$ cat src/rtl/voice_oscillator_bank.sv
`default_nettype none
// ============================================================================
// Module   : voice_oscillator_bank
// Brief    : Fractional sample-tick generator driving VOICES time-multiplexed
//            phase-accumulator oscillators, mixed to one signed sample per tick.
//            Optional macro: VOICE_OSC_SATURATE_EN (clamp instead of wrap).
// Revision : 1.0
// ============================================================================
module voice_oscillator_bank #(
    parameter int CLOCK_HZ    = 50_000_000,
    parameter int SAMPLE_RATE = 44_100,
    parameter int VOICES      = 4,
    parameter int PHASE_WIDTH = 24,
    parameter int AUDIO_WIDTH = 16,
    parameter int MIX_SHIFT   = $clog2(VOICES)
) (
    input  logic                      clock_50_000_000,
    input  logic                      reset_l,
    input  logic                      voice_wr_en,
    input  logic [$clog2(VOICES)-1:0] voice_wr_idx,
    input  logic [PHASE_WIDTH-1:0]    voice_wr_inc,
    input  logic                      voice_wr_gate,
    input  logic [1:0]                waveform,
    output logic [AUDIO_WIDTH-1:0]    audio_out,
    output logic                      audio_valid,
    output logic                      overrun
);

    localparam int c_idx_w = $clog2(VOICES);
    localparam int c_sum_w = AUDIO_WIDTH + c_idx_w;
    localparam int c_acc_w = $clog2(CLOCK_HZ + SAMPLE_RATE + 1);
    localparam logic [c_acc_w-1:0] c_clock = c_acc_w'(CLOCK_HZ);
    localparam logic [c_acc_w-1:0] c_rate  = c_acc_w'(SAMPLE_RATE);
    localparam logic [AUDIO_WIDTH-1:0] c_half = {1'b1, {(AUDIO_WIDTH-1){1'b0}}};
    localparam logic signed [c_sum_w-1:0] c_sat_hi = c_sum_w'(2 ** (AUDIO_WIDTH - 1) - 1);
    localparam logic signed [c_sum_w-1:0] c_sat_lo = ~c_sat_hi;

    typedef enum logic [1:0] {
        S_IDLE   = 2'd0,
        S_ACCUM  = 2'd1,
        S_OUTPUT = 2'd2
    } state_t;

    state_t                    state_q, state_d;
    logic [c_acc_w-1:0]        tick_acc_q, tick_acc_d, tick_sum;
    logic                      tick;
    logic                      pending_q, pending_d;
    logic                      overrun_q, overrun_d;
    logic [1:0]                wave_q, wave_d;
    logic [c_idx_w-1:0]        v_q, v_d;
    logic signed [c_sum_w-1:0] sum_q, sum_d, sum_next, shifted;
    logic [AUDIO_WIDTH-1:0]    contrib;
    logic [AUDIO_WIDTH-1:0]    mix_val;
    logic [AUDIO_WIDTH-1:0]    audio_out_q, audio_out_d;
    logic                      audio_valid_q, audio_valid_d;
    logic [PHASE_WIDTH-1:0]    phase_q [VOICES];
    logic [PHASE_WIDTH-1:0]    phase_d [VOICES];
    logic [PHASE_WIDTH-1:0]    inc_q   [VOICES];
    logic [PHASE_WIDTH-1:0]    inc_d   [VOICES];
    logic [VOICES-1:0]         gate_q, gate_d;

    // p is the top AUDIO_WIDTH bits of the phase, treated as unsigned.
    function automatic logic [AUDIO_WIDTH-1:0] wave_sample(
        input logic [AUDIO_WIDTH-1:0] p,
        input logic [1:0]             sel
    );
        logic [AUDIO_WIDTH-1:0] fold;
        fold = p[AUDIO_WIDTH-1] ? ~p : p;
        case (sel)
            2'b00:   wave_sample = p - c_half;
            2'b01:   wave_sample = p[AUDIO_WIDTH-1] ? c_half : ~c_half;
            2'b10:   wave_sample = (fold << 1) - c_half;
            default: wave_sample = '0;
        endcase
    endfunction

    always_comb begin
        tick_sum      = tick_acc_q + c_rate;
        tick          = (tick_sum >= c_clock);
        tick_acc_d    = tick ? (tick_sum - c_clock) : tick_sum;
        overrun_d     = overrun_q | (tick & pending_q);
        pending_d     = pending_q;
        state_d       = state_q;
        wave_d        = wave_q;
        v_d           = v_q;
        sum_d         = sum_q;
        audio_out_d   = audio_out_q;
        audio_valid_d = 1'b0;

        contrib  = gate_q[v_q] ? wave_sample(phase_q[v_q][PHASE_WIDTH-1 -: AUDIO_WIDTH], wave_q) : '0;
        sum_next = sum_q + {{c_idx_w{contrib[AUDIO_WIDTH-1]}}, contrib};
        shifted  = sum_next >>> MIX_SHIFT;
`ifdef VOICE_OSC_SATURATE_EN
        if (shifted > c_sat_hi) begin
            mix_val = c_sat_hi[AUDIO_WIDTH-1:0];
        end else if (shifted < c_sat_lo) begin
            mix_val = c_sat_lo[AUDIO_WIDTH-1:0];
        end else begin
            mix_val = shifted[AUDIO_WIDTH-1:0];
        end
`else
        mix_val = shifted[AUDIO_WIDTH-1:0];
`endif

        case (state_q)
            S_IDLE: begin
                if (pending_q) begin
                    state_d   = S_ACCUM;
                    pending_d = 1'b0;
                    wave_d    = waveform;
                    sum_d     = '0;
                    v_d       = '0;
                end
            end
            S_ACCUM: begin
                sum_d = sum_next;
                v_d   = v_q + c_idx_w'(1);
                // The output register loads with the last voice so valid and data leave together.
                if (v_q == c_idx_w'(VOICES - 1)) begin
                    state_d       = S_OUTPUT;
                    audio_out_d   = mix_val;
                    audio_valid_d = 1'b1;
                end
            end
            S_OUTPUT: state_d = S_IDLE;
            default:  state_d = S_IDLE;
        endcase

        if (tick) begin
            pending_d = 1'b1;
        end
    end

    // Host writes override the accumulator advance, so the stored values follow the write.
    always_comb begin
        gate_d = gate_q;
        for (int i = 0; i < VOICES; i++) begin
            phase_d[i] = phase_q[i];
            inc_d[i]   = inc_q[i];
            if ((state_q == S_ACCUM) && (v_q == c_idx_w'(i)) && gate_q[i]) begin
                phase_d[i] = phase_q[i] + inc_q[i];
            end
            if (voice_wr_en && (voice_wr_idx == c_idx_w'(i))) begin
                inc_d[i]  = voice_wr_inc;
                gate_d[i] = voice_wr_gate;
                if (voice_wr_gate && !gate_q[i]) begin
                    phase_d[i] = '0;
                end
            end
        end
    end

    always_ff @(posedge clock_50_000_000) begin
        if (!reset_l) begin
            state_q       <= S_IDLE;
            tick_acc_q    <= '0;
            pending_q     <= 1'b0;
            overrun_q     <= 1'b0;
            wave_q        <= 2'b00;
            v_q           <= '0;
            sum_q         <= '0;
            audio_out_q   <= '0;
            audio_valid_q <= 1'b0;
            gate_q        <= '0;
            for (int i = 0; i < VOICES; i++) begin
                phase_q[i] <= '0;
                inc_q[i]   <= '0;
            end
        end else begin
            state_q       <= state_d;
            tick_acc_q    <= tick_acc_d;
            pending_q     <= pending_d;
            overrun_q     <= overrun_d;
            wave_q        <= wave_d;
            v_q           <= v_d;
            sum_q         <= sum_d;
            audio_out_q   <= audio_out_d;
            audio_valid_q <= audio_valid_d;
            gate_q        <= gate_d;
            for (int i = 0; i < VOICES; i++) begin
                phase_q[i] <= phase_d[i];
                inc_q[i]   <= inc_d[i];
            end
        end
    end

    assign audio_out   = audio_out_q;
    assign audio_valid = audio_valid_q;
    assign overrun     = overrun_q;

endmodule
`default_nettype wire

$ cat config.mk
export PLATFORM = sky130hd
export DESIGN_NAME = voice_oscillator_bank
export DESIGN_NICKNAME = d
export VERILOG_FILES = /design/src/rtl/voice_oscillator_bank.sv
export SDC_FILE = /design/constraint.sdc
export NUM_CORES = 1
export LEC_CHECK = 0
export BUFFER_PORTS_ARGS = -buffer_cell sky130_fd_sc_hd__buf_4
export CORE_UTILIZATION = 60
export CTS_CLUSTER_DIAMETER = 30
export CTS_CLUSTER_SIZE = 10
export DETAILED_ROUTE_END_ITERATION = 6
export GPL_TIMING_DRIVEN = 0
export PLACE_DENSITY_LB_ADDON = 0.15
export SKIP_CTS_REPAIR_TIMING = 1
export SYNTH_ARGS = -nofsm -noshare
export SYNTH_HDL_FRONTEND = slang
export SYNTH_SLANG_ARGS = --single-unit
$ cat constraint.sdc
create_clock -name clock_50_000_000 -period 5.47 [get_ports clock_50_000_000]
set_clock_uncertainty 0.2 [all_clocks]
set_input_delay 1.094 -clock clock_50_000_000 [delete_from_list [all_inputs] [get_ports clock_50_000_000]]
set_output_delay 1.094 -clock clock_50_000_000 [all_outputs]
set_load 0.005 [all_outputs]
==> results.py <==
metrics = {
    "power": {
        "leakage_nw": 7.49,
        "p_per_area_mw_per_mm2": 318,
        "power_w": 0.00591,
        "irDropWorstVdd_mv": 0.281,
    },
    "placed_design": {
        "port_buffers": 47,
        "dp_slack_ps": 334,
        "post_dp_cell_area_mm2": 0.0166,
        "dp_hpwl_um": 32700,
        "gp_congestion": 0.950,
    },
    "final_layout": {
        "n_antenna_cell": 0,
        "finish.utilization_pct": 71.6,
        "regArea_mm2": 0.00531,
        "num-fill-cells": 2050,
        "drive_gt1_share_pct": 10.0,
        "multi_input_area_mm2": 0.00996,
        "design_area_mm2": 0.0186,
        "finalNetCount": 2228,
        "area_growth_pct": 17.5,
    },
    "hold_path": {
        "hold_depth": 2,
        "whs_endpoint": "audio_out[8]",
        "hp-class": "flip-flop to flip-flop",
        "min-delay-start": "audio_out[8]",
    },
    "critical_path": {
        "endpoint_kind": "flip-flop",
        "start_kind": "flip-flop",
        "crit_arrival_ps": 5290,
        "critical_path_required_ps": 5710,
        "worst_r2r_endpoint": "sum_q[16]",
        "rrSetupSlack_ps": 420,
        "rr_worst_depth": 18,
        "worst-setup-path-type": "flip-flop to flip-flop",
        "critPathMaxFanout": 10,
    },
    "die": {
        "die_x_um": 164,
        "fp.dieH_um": 164,
        "io_pins": 50,
        "initial_core_util_pct": 61.0,
        "core_mm2": 0.0259,
        "die-area_mm2": 0.0270,
        "row_count": 59,
    },
    "synthesis": {
        "ys_top_cells_by_area": "dfxtp_1 (34%), nand2_1 (9.7%), ha_1 (9.2%)",
        "synth_seq_cells": 265,
        "synth_top_cell_area_share_pct": 33.6,
        "synth_cell_type_count": 86,
        "synth-edff-count": 0,
        "yosysSeqAreaShare_pct": 33.6,
        "synthCells": 1967,
        "synth_top_area_cell": "dfxtp_1",
        "yosys_warnings": 0,
        "syn_nets": 2120,
        "ys.flop_type": "dfxtp_1",
        "syn_area_mm2": 0.0158,
        "avgSynthCellArea_um2": 8.03,
        "async_flop_share_pct": 0,
    },
    "detailed_routing": {
        "ant_nets": 0,
        "vias": 14800,
        "drt_iter0_drc": 1057,
        "avgRoutedWirePerCell_um": 18.2,
        "drc": 0,
        "avgViaCountPerCell": 6.04,
        "dr.pass1.iters": 7,
        "wl_um": 44600,
    },
    "sta": {
        "relSlewSlack_pct": 32.3,
        "fin_setup_tns_ps": 0,
        "finalHoldViolCount": 0,
        "finalCritPeriodShare_pct": 92.3,
        "worst_pin_slew_ps": 1010,
        "setup_ws_ps": 421,
        "rsz0062_at_grt": "no",
        "fmax_mhz": 198,
        "period_minus_slack_ps": 5050,
        "maxSlewViolCount": 0,
        "setup_viol": 0,
    },
    "clocking": {
        "cts_tree": "built",
        "cts_buffers": 58,
        "clkLatencyLatePin_ps": 580,
        "cts_buffer_depth": 3,
        "cts.sinks": 265,
        "htree_levels": 2,
        "root_buffer": "clkbuf_16",
        "path_clk_slew_ps": 40,
    },
    "global_route": {
        "grt_max_degree": 16,
        "overflow": 0,
        "grt_pass1_wl_um": 69500,
        "antenna_found_initial": 0,
        "first_global_vias": 13900,
        "grt_usage_pct": 32.8,
    },
    "flow_run": {
        "maxCapViolations": 0,
    },
    "outcome": {
        "status": "finished, final reports clean",
    },
}
-- sequential cells by signal (all words and copies together) (netlist names), named ones only --
register / flops
overrun: 1
v_q: 2
gate_q: 4
audio_out: 16
tick_acc_q: 24
audio_valid: 1
sum_q: 18
phase_q: 96
wave_q: 2
pending_q: 1
state_q: 2
inc_q: 96
-- stage by stage --
stage	hold slack [ps]	std cells
after floorplan	236	1967
final	252	2455
after global routing	269	2455
after detailed placement	250	2349
after CTS	256	2454
after global placement	242	2349
-- cell families (layout without fill, tap and decap cells) --
logic type | after synthesis | count (layout) | share of synthesized area [%]
AO/OA/AOI/OAI | 565 | 565 | 22.4
multiplexers | 21 | 21 | 2.68
flip-flops | 265 | 265 | 33.6
AND/OR/NAND/NOR | 735 | 735 | 20.9
buffers and inverters | 133 | 286 | 3.40
adder cells (fa/ha/maj) | 121 | 121 | 9.82
XOR/XNOR | 127 | 127 | 7.18
-- worst max-delay path by stage --
stage	slack [ps]	to
after detailed placement	330	sum_q[16]
after global routing	150	sum_q[16]
final	420	sum_q[16]
after CTS	290	sum_q[16]
after floorplan	1060	sum_q[16]
after global placement	430	sum_q[16]
-- layout make-up --
| type | count | share of cell area [%] |
|---|---|---|
| tap | 335 | 2.26 |
| buffer | 97 | 2.17 |
| inverter | 36 | 0.728 |
| timing repair buffer | 48 | 1.93 |
| sequential | 265 | 28.6 |
| clock inverter | 28 | 2.01 |
| clock buffer | 77 | 8.69 |
| multi-input combinational | 1569 | 53.6 |
-- cells in the mapped netlist, types with 13 or more instances --
| cell | number |
|---|---|
| nand2_1 | 407 |
| a22oi_1 | 18 |
| nand4_1 | 13 |
| a31oi_1 | 17 |
| xor2_1 | 33 |
| a21o_1 | 45 |
| and3_1 | 25 |
| o21bai_1 | 16 |
| nand3_1 | 36 |
| o21a_1 | 30 |
| xnor2_1 | 91 |
| nand2b_1 | 13 |
| nor3_1 | 31 |
| clkbuf_1 | 84 |
| mux4_2 | 17 |
| a211oi_1 | 35 |
| ha_1 | 116 |
| dfxtp_1 | 265 |
| inv_1 | 35 |
| a21oi_1 | 281 |
| o21ai_0 | 42 |
| nor2_1 | 127 |
-- metal layers --
| layer | vias up | part of all wire [%] | global-route usage [%] | routed length [um] |
|---|---|---|---|---|
| met5 | - | 0 | 0 | 0 |
| met4 | 0 | 5.6 | 18.1 | 2480 |
| met3 | 138 | 6.1 | 5.78 | 2730 |
| met2 | 495 | 47 | 56.3 | 20900 |
| met1 | 6996 | 41 | 38.5 | 18500 |
| li1 | 7210 | - | - | - |
-- power by group --
group          internal (W)  total, W  switching (W)
sequential          0.00198   0.00201      0.0000364
clock               0.00239   0.00352        0.00113
combinational      0.000131  0.000375       0.000244
-- critical path: stages (launching register included) --
cell and delay (ps):
dfxtp_1 310, clkbuf_1 420, clkbuf_1 540, mux4_2 500, inv_1 90, o21ai_0 90, and3b_1 220, ha_1 210
fa_1 430, a21o_1 190, a21oi_1 220, o21bai_1 120, a31oi_1 320, o21bai_1 180, a41oi_1 310, o21ai_0 170
xor2_1 180, a22oi_1 170, nor2_1 60
-- cell usage in the layout (no fill, tap or decap), types with 18 or more instances in the layout --
master     netlist  layout
clkbuf_16        0      58
a21o_1          45      45
nor2_1         127     127
a22oi_1         18      18
o21ai_0         42      42
a21oi_1        281     281
dfxtp_1        265     265
inv_1           35      35
xnor2_1         91      91
nor3_1          31      31
and3_1          25      25
buf_4            1      48
a211oi_1        35      35
o21a_1          30      30
xor2_1          33      33
clkbuf_1        84      94
ha_1           116     116
nand3_1         36      36
nand2_1        407     407
(Power assumes the default switching activity.)
